<file path="src/rtl/alu_issue_unit.sv">
// Request/response wrapper around a purely combinational ALU.
// A single issue register feeds the ALU ports, and each ALU result is captured
// into a small response FIFO. The requester sees a valid/ready request port and
// the consumer sees a valid/ready response port.
module alu_issue_unit #(
  parameter int RSP_DEPTH   = 2,
  parameter int COUNT_WIDTH = 16
) (
  input  logic                   clk,
  input  logic                   rst_n,
  input  logic                   req_valid,
  output logic                   req_ready,
  input  logic [31:0]            req_op1,
  input  logic [31:0]            req_op2,
  input  logic [3:0]             req_alu_op,
  output logic [31:0]            alu_op1,
  output logic [31:0]            alu_op2,
  output logic [3:0]             alu_ctrl,
  input  logic [31:0]            alu_result,
  output logic                   rsp_valid,
  input  logic                   rsp_ready,
  output logic [31:0]            rsp_result,
  output logic                   rsp_zero,
  output logic [COUNT_WIDTH-1:0] op_count
);

  localparam logic [3:0] ALUOP_ADD = 4'b0000;
  localparam int PTR_W = (RSP_DEPTH > 1) ? $clog2(RSP_DEPTH) : 1;
  localparam int CNT_W = $clog2(RSP_DEPTH + 1);
  localparam logic [CNT_W-1:0] DEPTH_C = CNT_W'(RSP_DEPTH);

  logic                   r_issValid;
  logic [31:0]            r_issOp1;
  logic [31:0]            r_issOp2;
  logic [3:0]             r_issOp;

  logic [31:0]            r_fifoResult [RSP_DEPTH];
  logic                   r_fifoZero   [RSP_DEPTH];
  logic [PTR_W-1:0]       r_rdPtr;
  logic [PTR_W-1:0]       r_wrPtr;
  logic [CNT_W-1:0]       r_count;
  logic [COUNT_WIDTH-1:0] r_opCount;

  logic                   w_rspPop;
  logic                   w_fifoHasRoom;
  logic                   w_issFire;
  logic                   w_reqAccept;

  // Handshake decisions: a pop in the same cycle frees a slot for the issue register,
  // so a full FIFO still allows one op per clock while the consumer keeps up.
  always_comb begin
    w_rspPop      = rsp_valid && rsp_ready;
    w_fifoHasRoom = (r_count < DEPTH_C) || w_rspPop;
    w_issFire     = r_issValid && w_fifoHasRoom;
    req_ready     = !r_issValid || w_issFire;
    w_reqAccept   = req_valid && req_ready;
  end

  // ALU drive is forced to a neutral ADD of zeros when idle so no stale operands leak out.
  always_comb begin
    alu_op1  = '0;
    alu_op2  = '0;
    alu_ctrl = ALUOP_ADD;
    if (r_issValid) begin
      alu_op1  = r_issOp1;
      alu_op2  = r_issOp2;
      alu_ctrl = r_issOp;
    end
  end

  // Response head is shown only while valid; otherwise the outputs read as zero.
  always_comb begin
    rsp_valid  = (r_count != '0);
    rsp_result = '0;
    rsp_zero   = 1'b0;
    if (rsp_valid) begin
      rsp_result = r_fifoResult[r_rdPtr];
      rsp_zero   = r_fifoZero[r_rdPtr];
    end
    op_count = r_opCount;
  end

  // Issue register: load on accept, otherwise empty out once its result has been captured.
  always_ff @(posedge clk or negedge rst_n) begin
    if (!rst_n) begin
      r_issValid <= 1'b0;
      r_issOp1   <= '0;
      r_issOp2   <= '0;
      r_issOp    <= ALUOP_ADD;
    end else if (w_reqAccept) begin
      r_issValid <= 1'b1;
      r_issOp1   <= req_op1;
      r_issOp2   <= req_op2;
      r_issOp    <= req_alu_op;
    end else if (w_issFire) begin
      r_issValid <= 1'b0;
    end
  end

  // Response FIFO storage and pointers; pointers wrap naturally because the depth is a power of two.
  always_ff @(posedge clk or negedge rst_n) begin
    if (!rst_n) begin
      for (int i = 0; i < RSP_DEPTH; i++) begin
        r_fifoResult[i] <= '0;
        r_fifoZero[i]   <= 1'b0;
      end
      r_rdPtr <= '0;
      r_wrPtr <= '0;
      r_count <= '0;
    end else begin
      if (w_issFire) begin
        r_fifoResult[r_wrPtr] <= alu_result;
        r_fifoZero[r_wrPtr]   <= (alu_result == 32'd0);
        r_wrPtr               <= r_wrPtr + PTR_W'(1);
      end
      if (w_rspPop) begin
        r_rdPtr <= r_rdPtr + PTR_W'(1);
      end
      if (w_issFire && !w_rspPop) begin
        r_count <= r_count + CNT_W'(1);
      end else if (!w_issFire && w_rspPop) begin
        r_count <= r_count - CNT_W'(1);
      end
    end
  end

  // Completed-operation counter, wraps silently at its width.
  always_ff @(posedge clk or negedge rst_n) begin
    if (!rst_n) begin
      r_opCount <= '0;
    end else if (w_rspPop) begin
      r_opCount <= r_opCount + COUNT_WIDTH'(1);
    end
  end

endmodule
</file>
<file path="config.mk">
export PLATFORM = sky130hd
export DESIGN_NAME = alu_issue_unit
export DESIGN_NICKNAME = d
export VERILOG_FILES = /design/src/rtl/alu_issue_unit.sv
export SDC_FILE = /design/constraint.sdc
export NUM_CORES = 1
export LEC_CHECK = 0
export ABC_CLOCK_PERIOD_IN_PS = 3750
export BUFFER_PORTS_ARGS = -buffer_cell sky130_fd_sc_hd__buf_4
export CORE_MARGIN = 2
export CORE_UTILIZATION = 36
export CTS_CLUSTER_DIAMETER = 120
export DETAILED_ROUTE_END_ITERATION = 10
export PLACE_DENSITY = 0.59
export SLEW_MARGIN = 20
export SYNTH_ARGS = -nofsm -noshare
export SYNTH_HDL_FRONTEND = slang
export SYNTH_SLANG_ARGS = --single-unit
</file>
<file path="constraint.sdc">
create_clock -name clk -period 3.75 [get_ports clk]
set_input_delay 0.1875 -clock clk [delete_from_list [all_inputs] [get_ports clk]]
set_output_delay 0.1875 -clock clk [all_outputs]
set_load 0.02 [all_outputs]
</file>
==> metrics.txt, run 1 <==
Final Hold Fails=0; antenna viol nets, final=0; Max IR drop VDD=0.443 mV; CTS tree=built; placer congestion estimate=0.772; IO buf count=222; Peak Freq=383 MHz; Syn Area/Cell=about 13 um^2; Tcrit/Tclk final=69.6%; growth of design area from synthesis to finish=46.1%; postcts setup bufs=0; Core Area=18800 um^2; Post-Synthesis Cells=523; Area contributors post-synth=dfrtp_1 56%, mux2_2 22%, and2_1 6.1%; share of layout cells above drive strength 1=48.9%; Die X=143 um; CP endpoint kind=flop; Num Clock Sinks=155; H-tree Lvls=4; PwrDens=approximately 740 nW/um^2; crit start category=flop; via count=between 5000 and 6000; max-slew violation count=0; DRT Pass-1 Iters=4; initial antenna violation count=0; Max FO, Critical Path=54; outcome=finished clean; Final setup viols=0; die footprint=20400 um^2; Post-DP HPWL=11900 um; initial core utilization=36.9%; clock slew at reported path FFs=~0.06 ns; Leakage=4.74 nW; Clock Latency Late Sink=between 0.4 and 0.5 ns; sequential share of the synthesized area=between 50% and 60%; post-synth top area share=55.8%; Worst Setup Path Type=reg -> reg; hold slack=0.0198 ns; syn_nets=629; Die H=about 140 um; measured slew at the worst slew-check pin=1.09 ns; RSZ-0062 raised after global routing=false; FP Rows=50; Ant. Diodes=0; vias in the first global route=5563; GR Util All Layers=17.5%; Vias/cell=4.68; Min Clock Period, post-route=2.61 ns; critical path data arrival time=2.91 ns; yosys warns=0; DR DRC count=0; Synth area leader=dfrtp_1; CTS root buf=clkbuf_16; synthesized flop and latch total=155; IO Count=223; CTS Buf Count=17; 1st-iter DRT viols=169; largest net degree at the start of global routing=about 120; Congestion Overflow GR=0; setup TNS=0 ns; CP required=between 4 and 5 ns; slew margin rel.=between 20% and 30%; first-pass GRT wire length=28100 um; CTS Buffer Depth=2; Tightest Hold Check Type=in -> reg; Max-Cap Viols=0; final wirelength=17500 um; wire per inst=16.1 um; mapped cell area=6950 um^2; Synth cell types=30; Max Clock Skew=between 0.01 and 0.015 ns; fin nets=920
## placed cells by master, fill, tap and decap left out, drive strengths merged, types with 5 or more instances in the layout
| cell | count |
|---|---|
| buf | 228 |
| dfrtp | 155 |
| mux2 | 135 |
| dlygate4sd3 | 71 |
| and2 | 68 |
| nor2 | 40 |
| mux2i | 33 |
| clkbuf | 20 |
| xnor2 | 11 |
| nor4 | 10 |
| nand2 | 10 |
| xor2 | 9 |
| nand3 | 7 |
| clkinv | 5 |
## routing by layer
metal | track usage [%] | up-vias | routed length, um | share of wire (%)
li1 | - | 2373 | - | -
met1 | 20.7 | 2551 | 7000 | 40
met2 | 30.4 | 126 | 9410 | 54
met3 | 4.56 | 28 | 704 | 4.0
met4 | 7.14 | 0 | 405 | 2.3
met5 | 0 | - | 0 | 0
## state kept, by name (all words and copies together), names as in the netlist
| register | flops |
|---|---|
| r_fifoResult | 64 |
| r_issOp1 | 32 |
| r_issOp2 | 32 |
| op_count | 16 |
| r_issOp | 4 |
| r_count | 2 |
| r_fifoZero | 2 |
| r_issValid | 1 |
| r_rdPtr | 1 |
| r_wrPtr | 1 |
## cells in the mapped netlist
cell type	n
and2_1	68
and3_1	2
buf_2	7
buf_4	7
buf_6	3
clkbuf_1	11
dfrtp_1	155
ha_1	2
inv_1	2
mux2_1	1
mux2_2	134
mux2i_1	33
nand2_1	8
nand2_2	2
nand2b_1	1
nand2b_2	1
nand3_1	6
nand3_2	1
nand3b_2	1
nand4_1	4
nor2_1	38
nor2_2	1
nor2_4	1
nor3_1	2
nor3_2	1
nor4_1	9
nor4_4	1
o211ai_4	1
xnor2_1	11
xor2_1	9
## per-stage QoR
stage                     instance area (um^2)  setup WS, ns  utilization, %  instances  power, mW
after floorplan                           6950          2.10               -        523       4.55
after CTS                                10100          1.05            53.7       1083       7.58
after detailed placement                  8830          1.04            46.9        983       5.77
after global routing                     10200         0.842            53.9       1086       7.94
final                                    10200          1.14            53.9       1086       7.50
after global placement                    8830          1.13            46.9        983       5.69
## critical path, stage by stage, from the launching register on
cell and delay [ns]:
dfrtp_1 0.62, buf_4 0.48, nand3_2 0.80, mux2_2 0.57
## power by group
group / internal [mW] / switching (mW) / total, mW / leakage, nW
combinational: 1.58 / 1.53 / 3.11 / 2.62
sequential: 2.24 / 0.426 / 2.67 / 1.84
clock: 1.06 / 0.666 / 1.72 / 0.281
## cell families after synthesis
kind of cell,Yosys count,share of synthesized area (%)
buf+inv,30,2.45
xor+xnor,20,2.52
fa+ha+maj,2,0.360
compound gates,1,0.306
simple gates,147,11.9
flops,155,55.8
mux,168,26.6
## layout make-up
| class | count | area (um^2) |
|---|---|---|
| repair buffers | 300 | 2450 |
| clock inverters | 12 | 149 |
| inverters | 2 | 7.51 |
| flip-flops and latches | 155 | 3880 |
| fillers | 1634 | 8680 |
| well taps | 260 | 325 |
| clock buffers | 19 | 443 |
| multi-input cells | 338 | 2900 |
## timing repair
action                    4_1_cts  5_1_grt
gates resized for setup         0        0
hold endpoints to repair      108        2
hold buffers                   69        2
## final timing paths
kind,startpoint,endpoint,slack [ns],depth (start not counted)
setup / recovery,r_issValid,r_fifoResult[22],1.14,3
hold / removal,req_op2[26],r_issOp2[26],0.02,2
setup reg to reg,r_issValid,r_fifoResult[22],1.14,3
hold reg to reg,op_count[15],op_count[15],0.49,1
max in group asynchronous,rst_n,op_count[6],2.34,3
min in group asynchronous,rst_n,r_fifoResult[48],0.39,2
No activity file was read; power rests on OpenSTA's default activity.
==> inputs of run 2 (changes only) <==
- ABC_CLOCK_PERIOD_IN_PS: 3750 -> 2500
- clock period: 3.75 -> 2.5 ns (I/O delays scaled with it)
==> metrics.txt, run 2 (synthesized netlist as in run 1, its figures left out) <==
placer congestion estimate=between 0.7 and 0.8; fin nets=954; Sequential Power Share=about 35%; Peak Freq=490 MHz; first-pass GRT wire length=approximately 29000 um; slew margin rel.=61.0%; Final Hold Fails=0; wire per inst=16.2 um; largest net degree at the start of global routing=between 60 and 70; Congestion Overflow GR=0; Die H=approximately 140 um; final wirelength=18100 um; max reg flops=64; setup TNS=0 ns; PostCTS Resize Cnt=0; Comb power frac=~43%; Tightest Hold Check Type=in -> reg; CTS Buffer Depth=2; CP required=2.38 ns; Max FO, Critical Path=15; Final setup viols=0; DRT Pass-1 Iters=4; M1 GR Usage=20.9%; share of layout cells above drive strength 1=47.2%; critical path data arrival time=1.92 ns; initial antenna violation count=0; Ant. Diodes=0; most flop-heavy register=r_fifoResult; Num Clock Sinks=155; Clk network pwr share=23.0%; IO buf count=between 200 and 250; cell internal pwr=7.36 mW; GR peak layer=met2; Min Clock Period, post-route=2.04 ns; vias in the first global route=5754; Clock Latency Late Sink=0.41 ns; Switching Share=a little over a third; Tcrit/Tclk final=81.7%; PwrDens=1080 nW/um^2; commonest non-fill, non-tap cell in the layout=buf_4; CTS root buf=clkbuf_16; via count=5194; Max IR drop VDD=between 0.6 and 0.7 mV; Vias/cell=4.63; Max Clock Skew=between 0.008 and 0.009 ns; die footprint=20400 um^2; met3 Use GR=3.82%; clock slew at reported path FFs=0.06 ns; max-slew violation count=0; antenna viol nets, final=0; CTS Hold Bufs=102; DR DRC count=0; Die X=143 um; measured slew at the worst slew-check pin=0.585 ns; Largest regs=r_fifoResult x64, r_issOp1 x32, r_issOp2 x32; Leakage=4.90 nW; commonest cells after routing, fill and taps aside=229 x buf_4, 154 x dfrtp_1, 134 x mux2_2; hold slack=0.0441 ns; IO Count=223; GR Util All Layers=18.0%; 1st-iter DRT viols=171; RSZ-0062 raised after global routing=false; GRT met2 Usage=32.6%; CTS Buf Count=17; CTS tree=built; growth of design area from synthesis to finish=51.1%; Worst Setup Path Type=reg -> out; FP Rows=50; postcts setup bufs=0; H-tree Lvls=4; Post-DP HPWL=around 12000 um; Max-Cap Viols=0; outcome=finished clean; crit start category=flop; Switch Pwr=3.96 mW; initial core utilization=36.9%; Core Area=18800 um^2; Tot Pwr=11.3 mW; CP endpoint kind=primary output
==> run 2: cell count changes in the layout (fill, tap and decap cells not counted) <==
cell,previous run,this run
inv_6,0,1
clkinvlp_4,4,2
buf_6,0,1
clkbuf_1,1,3
dlygate4sd3_1,71,102
clkbuf_8,2,1
buf_12,1,2
buf_4,227,229
==> run 2: path summary, 6_finish.rpt <==
kind	from	end	slack (ns)	cells after the start
min in group asynchronous	rst_n	r_fifoResult[47]	0.24	2
worst max register to register	r_count[1]	r_issOp1[16]	0.70	4
worst min register to register	op_count[15]	op_count[15]	0.47	1
max in group asynchronous	rst_n	r_issOp1[9]	1.50	3
worst min-delay path	rsp_ready	op_count[2]	0.04	3
worst max-delay path	r_rdPtr	rsp_result[1]	0.46	4
==> run 2: critical path, stage by stage (launching register included) <==
cell and delay, ns:
dfrtp_2 0.64, buf_4 0.37, mux2i_1 0.25, nor2_1 0.06, buf_4 0.17
==> run 2: per-layer routing <==
metal  routed length [um]  vias up
li1                     -     2435
met1                 7350     2616
met2                 9800      123
met3                  623       20
met4                  342        0
met5                    0        -
==> run 2: layout make-up <==
class,count,area (um^2)
clock buffers,21,450
clock inverters,11,143
fillers,1590,8330
inverters,2,7.51
multi-input cells,338,2900
flip-flops and latches,155,3880
well taps,260,325
repair buffers,334,2790
==> run 2: power by group through the flow <==
stage,Combinational (mW),Clock [mW],Sequential [mW]
3_5_place_dp,4.73,0,3.95
4_1_cts,4.88,2.68,3.91
6_report,4.81,2.60,3.91
2_1_floorplan,3.03,0,3.80
3_3_place_gp,4.67,0,3.89
5_1_grt,5.16,2.78,4.03
==> run 2: per-stage QoR <==
stage	setup WS, ns	std cells	cell area (um^2)	util [%]
after floorplan	0.851	523	6950	-
after global placement	0.751	987	8880	47.2
after detailed placement	0.690	987	8880	47.2
after CTS	0.416	1121	10500	55.8
after global routing	0.343	1121	10500	55.8
final	0.458	1121	10500	55.8
